[config.mk]
export PLATFORM = sky130hd
export DESIGN_NAME = uart_rx_cfg
export DESIGN_NICKNAME = d
export VERILOG_FILES = /design/src/rtl/uart_rx_cfg.sv
export SDC_FILE = /design/constraint.sdc
export NUM_CORES = 1
export LEC_CHECK = 0
export CELL_PAD_IN_SITES_DETAIL_PLACEMENT = 0
export CELL_PAD_IN_SITES_GLOBAL_PLACEMENT = 1
export CORE_MARGIN = 2
export CORE_UTILIZATION = 40
export DETAILED_ROUTE_END_ITERATION = 12
export PLACE_DENSITY = 0.78
export SKIP_CTS_REPAIR_TIMING = 1
export SYNTH_ARGS = -nofsm -noshare
export SYNTH_HDL_FRONTEND = slang
export SYNTH_SLANG_ARGS = --single-unit
[constraint.sdc]
create_clock -name clk -period 3.3 [get_ports clk]
set_input_delay 0.66 -clock clk [delete_from_list [all_inputs] [get_ports clk]]
set_output_delay 0.66 -clock clk [all_outputs]
set_load 0.01 [all_outputs]
[src/rtl/uart_rx_cfg.sv]
// Configurable UART receiver: 2-flop synchronizer, mid-bit sampling FSM, valid/ready output with overrun.
// Define UART_RX_MAJORITY_EN to vote each bit from three samples (counter values 2, 1, 0).
module uart_rx_cfg #(
  parameter int BIT_CYCLES  = 434,
  parameter int DATA_BITS   = 8,
  parameter int PARITY_MODE = 0,
  parameter int STOP_BITS   = 1
) (
  input  logic                 clk,
  input  logic                 rst_n,
  input  logic                 rx_serial,
  output logic                 rx_valid,
  input  logic                 rx_ready,
  output logic [DATA_BITS-1:0] rx_data,
  output logic                 frame_err,
  output logic                 parity_err,
  output logic                 overrun
);
  localparam logic [2:0] IDLE   = 3'd0;
  localparam logic [2:0] START  = 3'd1;
  localparam logic [2:0] DATA   = 3'd2;
  localparam logic [2:0] PARITY = 3'd3;
  localparam logic [2:0] STOP   = 3'd4;

  localparam logic [15:0] RELOAD = 16'(BIT_CYCLES - 1);
  localparam logic [15:0] HALF   = 16'(BIT_CYCLES / 2);

  logic                 sync1_q, sync2_q;
  logic [2:0]           state_q, state_d;
  logic [15:0]          cnt_q, cnt_d;
  logic [3:0]           idx_q, idx_d;
  logic [DATA_BITS-1:0] shift_q, shift_d;
  logic                 ferr_q, ferr_d, perr_q, perr_d;
  logic                 rx_valid_q, rx_valid_d;
  logic [DATA_BITS-1:0] rx_data_q, rx_data_d;
  logic                 frame_err_q, frame_err_d;
  logic                 parity_err_q, parity_err_d;
  logic                 overrun_q, overrun_d;
  logic                 bit_val, done, ferr_next;

`ifdef UART_RX_MAJORITY_EN
  logic [1:0] maj_q, maj_d;

  always_comb begin
    maj_d = maj_q;
    if (cnt_q == 16'd2) maj_d[1] = sync2_q;
    if (cnt_q == 16'd1) maj_d[0] = sync2_q;
    bit_val = (maj_q[1] & maj_q[0]) | (maj_q[1] & sync2_q) | (maj_q[0] & sync2_q);
  end

  always_ff @(posedge clk or negedge rst_n) begin
    if (!rst_n) maj_q <= 2'b11;
    else        maj_q <= maj_d;
  end
`else
  assign bit_val = sync2_q;
`endif

  always_comb begin
    state_d   = state_q;
    cnt_d     = cnt_q;
    idx_d     = idx_q;
    shift_d   = shift_q;
    ferr_d    = ferr_q;
    perr_d    = perr_q;
    ferr_next = ferr_q;
    done      = 1'b0;
    if (state_q == IDLE) begin
      if (!sync2_q) begin
        state_d = START;
        cnt_d   = HALF;
      end
    end else if (cnt_q != 16'd0) begin
      cnt_d = cnt_q - 16'd1;
    end else begin
      cnt_d = RELOAD;
      case (state_q)
        START: begin
          if (bit_val) state_d = IDLE;
          else begin
            state_d = DATA;
            idx_d   = 4'd0;
            ferr_d  = 1'b0;
            perr_d  = 1'b0;
          end
        end
        DATA: begin
          for (int i = 0; i < DATA_BITS; i++)
            if (idx_q == 4'(i)) shift_d[i] = bit_val;
          if (idx_q == 4'(DATA_BITS - 1)) begin
            state_d = (PARITY_MODE != 0) ? PARITY : STOP;
            idx_d   = 4'd0;
          end else begin
            idx_d = idx_q + 4'd1;
          end
        end
        PARITY: begin
          perr_d  = (PARITY_MODE == 2) ? ~(bit_val ^ (^shift_q)) : (bit_val ^ (^shift_q));
          state_d = STOP;
          idx_d   = 4'd0;
        end
        STOP: begin
          ferr_next = ferr_q | ~bit_val;
          ferr_d    = ferr_next;
          if (idx_q == 4'(STOP_BITS - 1)) begin
            done    = 1'b1;
            state_d = IDLE;
          end else begin
            idx_d = idx_q + 4'd1;
          end
        end
        default: state_d = IDLE;
      endcase
    end
  end

  // A completed word lands only when the holding register is free or being read this cycle.
  always_comb begin
    rx_valid_d   = rx_valid_q;
    rx_data_d    = rx_data_q;
    frame_err_d  = frame_err_q;
    parity_err_d = parity_err_q;
    overrun_d    = 1'b0;
    if (done) begin
      if (!rx_valid_q || rx_ready) begin
        rx_valid_d   = 1'b1;
        rx_data_d    = shift_d;
        frame_err_d  = ferr_next;
        parity_err_d = perr_q;
      end else begin
        overrun_d = 1'b1;
      end
    end else if (rx_valid_q && rx_ready) begin
      rx_valid_d = 1'b0;
    end
  end

  always_ff @(posedge clk or negedge rst_n) begin
    if (!rst_n) begin
      sync1_q      <= 1'b1;
      sync2_q      <= 1'b1;
      state_q      <= IDLE;
      cnt_q        <= 16'd0;
      idx_q        <= 4'd0;
      shift_q      <= '0;
      ferr_q       <= 1'b0;
      perr_q       <= 1'b0;
      rx_valid_q   <= 1'b0;
      rx_data_q    <= '0;
      frame_err_q  <= 1'b0;
      parity_err_q <= 1'b0;
      overrun_q    <= 1'b0;
    end else begin
      sync1_q      <= rx_serial;
      sync2_q      <= sync1_q;
      state_q      <= state_d;
      cnt_q        <= cnt_d;
      idx_q        <= idx_d;
      shift_q      <= shift_d;
      ferr_q       <= ferr_d;
      perr_q       <= perr_d;
      rx_valid_q   <= rx_valid_d;
      rx_data_q    <= rx_data_d;
      frame_err_q  <= frame_err_d;
      parity_err_q <= parity_err_d;
      overrun_q    <= overrun_d;
    end
  end

  assign rx_valid   = rx_valid_q;
  assign rx_data    = rx_data_q;
  assign frame_err  = frame_err_q;
  assign parity_err = parity_err_q;
  assign overrun    = overrun_q;
endmodule

==> results.toml <==
[outcome]
run_status = "finished clean"

[min_path]
hold_path_class = "reg -> reg"
worstHoldStart = "sync1_q$_DFF_PN1_"
holdPathEnd = "bit_val$_DFF_PN1_"
min_path_cells = 0

[route]
routed_wl_um = 4890
drc_errors = 0
ant_nets = 0
drt_iter0_markers = 86
vias = 1765
avgRoutedWirePerCell_um = 14.9
via_per_inst = 5.38
dr.pass1.iters = 4

[job]
max-cap-violations = 0

[sta]
relSlewSlack_pct = 30.2
finClkSkew_ns = 0.00993
finalSetupTns_ns = 0
hold_slack_ns = 0.362
setup_slack_ns = 0.715
finalHoldViolations = 0
rsz0062_at_grt = "false"
tightest_slew_ns = 1.05
slew_viol_final = 0
layout_worst_path_cycle_share_pct = 78.3
setup_viol = 0
clock.fmax_ghz = 0.387
period_minus_slack_ns = 2.59

[logic_synthesis]
synth_compound_gate_area_share_pct = 13.7
synthCells = 235
synth_mux_area_share_pct = 7.85
synth_top_family_by_area = "simple AND/OR/NAND/NOR gates"
netlist_area_um2 = 2440
ys_warn_count = 0
netlist.area_leader.share_pct = 46.2
yosys-top-cells-count = "dfrtp_1 (45), nor2_1 (24), nand2_1 (15)"
yosys.area_share.simple_pct = 22.1
synth-xor-area-share_pct = 3.23
yosys-top-cells-area = "dfrtp_1 (46%), mux2_1 (5.5%), nor2_1 (3.7%), xnor2_1 (2.9%), ha_1 (2.6%)"
synth_top_flop_cell = "dfrtp_1"
ys_seq_elements = 47
syn-num-nets = 244
ys_seq_area_share_pct = 48.3
synth.most_common_cell = "dfrtp_1"
yosysUniqueCellTypes = 46
synth_adder_area_share_pct = 2.56
syn_area_per_cell_um2 = 10.4
synth_top_area_cell = "dfrtp_1"
synth-edff-count = 0
async_reset_ff_share_pct = 100

[global_routing]
grt_usage_pct = 16.3
grt_max_degree = 48
grt_overflow = 0
grt_antenna_before_repair = 0
grt_pass1_wl_um = 8400
grt_pass1_vias = 1711

[floorplanning]
dieArea_um2 = 6740
rows = 28
initial_core_util_pct = 41.2
io_pins = 16
dieHeight_um = 82.1
core-area_um2 = 5920
chipWidth_um = 82.1

[clock_network]
tritoncts = "yes"
cts_max_level = 2
worstSkewPairLatency_ns = 0.30
clkSinkCount = 47
cts_made_buffers = 5
clockRootBuffer = "clkbuf_8"
cts_buffer_depth = 2
clk_pin_slew_ns = 0.08

[placed_design]
port_buffers = 15
dpl.hpwl_um = 3460
gp_congestion = 0.761
dp_slack_ns = 0.702

[setup_path]
r2r_end = "rx_data[1]$_DFFE_PN0P_"
reg2reg_depth = 7
crit_start = "cnt_q[0]$_DFFE_PN0P_"
crit_required_ns = 3.48
cp_max_fo = 6
critPathLaunchType = "register"
worstSetupPathType = "reg -> reg"
rrSetupSlack_ns = 0.71
r2r_start = "cnt_q[0]$_DFFE_PN0P_"
crit_path_end_kind = "register"
arrival_ns = 2.77

[power_and_ir_drop]
sw_frac_of_total_pct = 20.6
pwr-share-clk_pct = 42.6
p_comb_share_pct = 1.6
powerDensity_nw_per_um2 = 375
power_switching_uw = 215
p_leak_uw = 0.00121
p_int_uw = 828
p_seq_share_pct = 55.7
peakVddDrop_mv = 0.195

[cells_and_area]
multiInputGateArea_um2 = 1210
syn2layout_area_growth_pct = 13.9
drive_gt1_share_pct = 12.3
antennaDiodeCount = 0
fill_cells = 568
fin_nets = 261
seqCellArea_um2 = 1180
[metal layers]
| layer | track usage (%) | up-vias | wire (um) |
|---|---|---|---|
| li1 | - | 883 | - |
| met1 | 24.0 | 851 | 2590 |
| met2 | 24.4 | 26 | 2080 |
| met3 | 2.93 | 5 | 151 |
| met4 | 5.00 | 0 | 69 |
| met5 | 0 | - | 0 |
[layout by cell type, fill, tap and decap left out, drive strengths merged, types with 2 or more instances in the layout]
cell,count
mux2,17
nor4,5
nor3b,2
dfstp,2
and4,5
a211o,2
a31oi,4
xnor2,8
o211ai,2
clkdlybuf4s50,14
nor2b,5
o21ai,20
or3,5
nor2,24
a311oi,2
dfrtp,45
ha,5
nor3,7
o31ai,3
a22o,4
nand2b,8
a21o,2
inv,8
or4,5
o22ai,2
a21oi,11
clkbuf,6
or3b,2
nand2,15
nand3,2
nand4,2
buf,2
[sequential cells by signal, summed over array words and instances, names as in the netlist, 3 cells and up]
signal	cells
cnt_q	16
idx_q	4
rx_data	8
shift_q	8
state_q	3
[cell type report]
type / count / area share [%]
multi-input cells: 174 / 43.4
repair buffers: 16 / 5.49
clock buffers: 6 / 2.97
well taps: 75 / 3.38
inverters: 8 / 1.08
clock inverters: 2 / 1.26
flip-flops and latches: 47 / 42.4
[critical path, stage by stage (launching register included)]
cell and delay, ns:
dfrtp_1 0.43, inv_1 0.07, ha_1 0.19, nor3b_2 0.29, nand4_1 0.30, or4_4 0.61, nor2b_2 0.23, mux2_1 0.35
[worst max path at each step]
stage | to | slack, ns | cells past startpoint
2_1_floorplan | rx_data[0]$_DFFE_PN0P_ | 1.01 | 7
3_3_place_gp | rx_data[2]$_DFFE_PN0P_ | 0.79 | 7
3_5_place_dp | rx_data[1]$_DFFE_PN0P_ | 0.70 | 7
4_1_cts | rx_data[1]$_DFFE_PN0P_ | 0.69 | 7
5_1_grt | rx_data[2]$_DFFE_PN0P_ | 0.47 | 7
6_report | rx_data[1]$_DFFE_PN0P_ | 0.71 | 7
[cells by family (layout without fill, tap and decap cells)]
logic type,count (synthesis),after routing
compound gates,54,54
xor+xnor,9,9
fa+ha+maj,5,5
buf+inv,14,32
flops,47,47
mux,17,17
simple gates,89,89
[per-stage QoR]
stage,utilization (%),cells,power [uW],instance area (um^2)
after global routing,46.9,328,1070,2780
after detailed placement,44.9,320,611,2660
final,46.9,328,1040,2780
after global placement,44.9,320,611,2660
after CTS,46.9,328,1060,2780
after floorplan,-,235,595,2440
[power groups by stage]
stage	Sequential [uW]	Combinational, uW	Clock [uW]
2_1_floorplan	589	5.68	0
3_3_place_gp	593	18.0	0
3_5_place_dp	593	18.1	0
4_1_cts	581	18.1	456
5_1_grt	582	20.0	473
6_report	581	16.9	444
Power figures use the tool's default switching activity.
==> edit: new RTL, same settings <==
`PARITY_MODE`: 0 -> 1.
--- a/src/rtl/uart_rx_cfg.sv
+++ b/src/rtl/uart_rx_cfg.sv
@@ -3,7 +3,7 @@
 module uart_rx_cfg #(
   parameter int BIT_CYCLES  = 434,
   parameter int DATA_BITS   = 8,
-  parameter int PARITY_MODE = 0,
+  parameter int PARITY_MODE = 1,
   parameter int STOP_BITS   = 1
 ) (
   input  logic                 clk,
Function: no difference found for any inputs over 10 cycles, from zero or initial values and one cycle with rst_n low; that may be too few to reach the edited logic, so the function may still have changed.
==> edit against the original RTL <==
Design area decreased by 0.68%; total power fell by 9.2%; routed wire length fell by 0.92%; synthesized area grew 2.5%; worst hold slack better by 0.0015 ns; setup slack gained 0.25 ns; count of clock-buffer cells in the layout is the same; sequential cell count unchanged.
==> edit: results (changes against the original RTL) <==
| Metric | Value |
|---|---|
| Area contributors post-synth | `dfrtp_1 (45%), mux2_1 (4.1%), nand2_1 (3.2%)` |
| Met3 Use GR | `3.38% (+0.44 points)` |
| Vias in the first global route | `1785 (+4.3%)` |
| Status | `finished clean` |
| Post-synth top cells | `dfrtp_1 (45), nand2_1 (21), nor2_1 (16), o21ai_0 (14), a21oi_1 (13)` |
| Post-synth net total | `260 (+6.6%)` |
| R2R Path End | `rx_data[6]` |
| Clk_skew | `0.00573 ns (-0.00419 ns)` |
| Critical-path top delay cell | `and4_1` |
| Static Leak | `1.21 nW (-0.18%)` |
| Grt met1 use | `23.2% (-0.86 points)` |
| Biggest register | `cnt_q` |
| Routed via count | `1856 (+5.2%)` |
| Max stage delay on crit path | `0.49 ns (-0.12 ns)` |
| Total GRT Usage | `15.5% (-0.75 points)` |
| Final Net Count | `271 (+3.8%)` |
| Layout cells sized above 1 | `9.92% (-2.3 points)` |
| CP max FO | `12 (+6)` |
| Largest net degree at the start of global routing | `48 (unchanged)` |
| Post-DP HPWL | `3370 um (-2.4%)` |
| M2 GR Usage | `22.9% (-1.5 points)` |
| 1st-iter DRT viols | `186 (+120%)` |
| Worst-case vdd ir drop | `0.000163 V (-17%)` |
| Clk buf depth | `2 (unchanged)` |
| CTS Buf Count | `5 (unchanged)` |
| First-pass GRT wire length | `8830 um (+5.1%)` |
| Seq/Total Area, Yosys | `47.1% (-1.2 points)` |
| Final hold violations | `0 (unchanged)` |
| Slew at the pin closest to its max-slew limit | `1.04 ns (-0.00250 ns)` |
| Final wirelength | `4840 um (-0.92%)` |
| Arr. time, crit path | `2.52 ns (-0.25 ns)` |
| GP Congestion | `0.798 (+4.8%)` |
| CTS H-Tree Depth | `2 (unchanged)` |
| R2R setup slack | `0.96 ns (+0.25 ns)` |
edit: logic make-up after synthesis:
family | Yosys count | synth area share (%)
and+or+nand+nor | 93 | 21.1
muxes | 15 | 6.75
buffers and inverters | 20 | 4.35
xor gates and xnor gates | 8 | 2.80
AOI/OAI and AO/OA | 63 | 15.4
DFF | 47 | 47.1
adders and majority gates | 5 | 2.50
edit: how the worst max path moves through the flow:
stage / from / end / slack (ns) / depth (start not counted)
after floorplan: cnt_q[0] / rx_data[3] / 1.31 / 8
after global placement: cnt_q[0] / state_q[0] / 1.01 / 7
after detailed placement: cnt_q[0] / state_q[0] / 0.96 / 7
after CTS: cnt_q[0] / state_q[0] / 0.96 / 7
after global routing: cnt_q[0] / state_q[0] / 0.73 / 7
final: cnt_q[0] / rx_data[6] / 0.96 / 7
edit: through the flow:
step | setup WS (ns) | cells | hold WS, ns | util [%] | area [um^2]
6_report | 0.963 | 337 | 0.363 | 46.1 | 2760
5_1_grt | 0.729 | 337 | 0.369 | 46.1 | 2760
4_1_cts | 0.957 | 337 | 0.366 | 46.1 | 2760
3_5_place_dp | 0.960 | 330 | 0.354 | 44.6 | 2670
3_3_place_gp | 1.01 | 330 | 0.346 | 44.6 | 2670
2_1_floorplan | 1.31 | 251 | 0.345 | - | 2500
edit: where the power goes:
part           internal [mW]  switching [mW]  leakage (nW)
combinational        0.00425          0.0130         0.535
clock                  0.165           0.184        0.0470
sequential             0.578         0.00289         0.624
edit: final cells by class:
| class | count | area, um^2 |
|---|---|---|
| well taps | 75 | 93.8 |
| repair buffers | 17 | 160 |
| clock inverters | 1 | 5.00 |
| multi-input cells | 184 | 1210 |
| flip-flops and latches | 47 | 1180 |
| fillers | 550 | 3230 |
| clock buffers | 6 | 82.6 |
| inverters | 7 | 26.3 |
edit: routing by layer:
layer  vias to the layer above  part of all wire, %
li1                        935                    -
met1                       880                   52
met2                        36                   43
met3                         5                  3.9
met4                         0                  1.1
met5                         -                    0
edit: worst max-delay path, delay by kind of cell, from the launching register on:
kind                     cells  cell delay, ns
AND/OR/NAND/NOR              3            0.92
multiplexers                 2            0.63
flip-flops                   1            0.42
adder cells (fa/ha/maj)      1            0.18
buffers and inverters        1            0.07
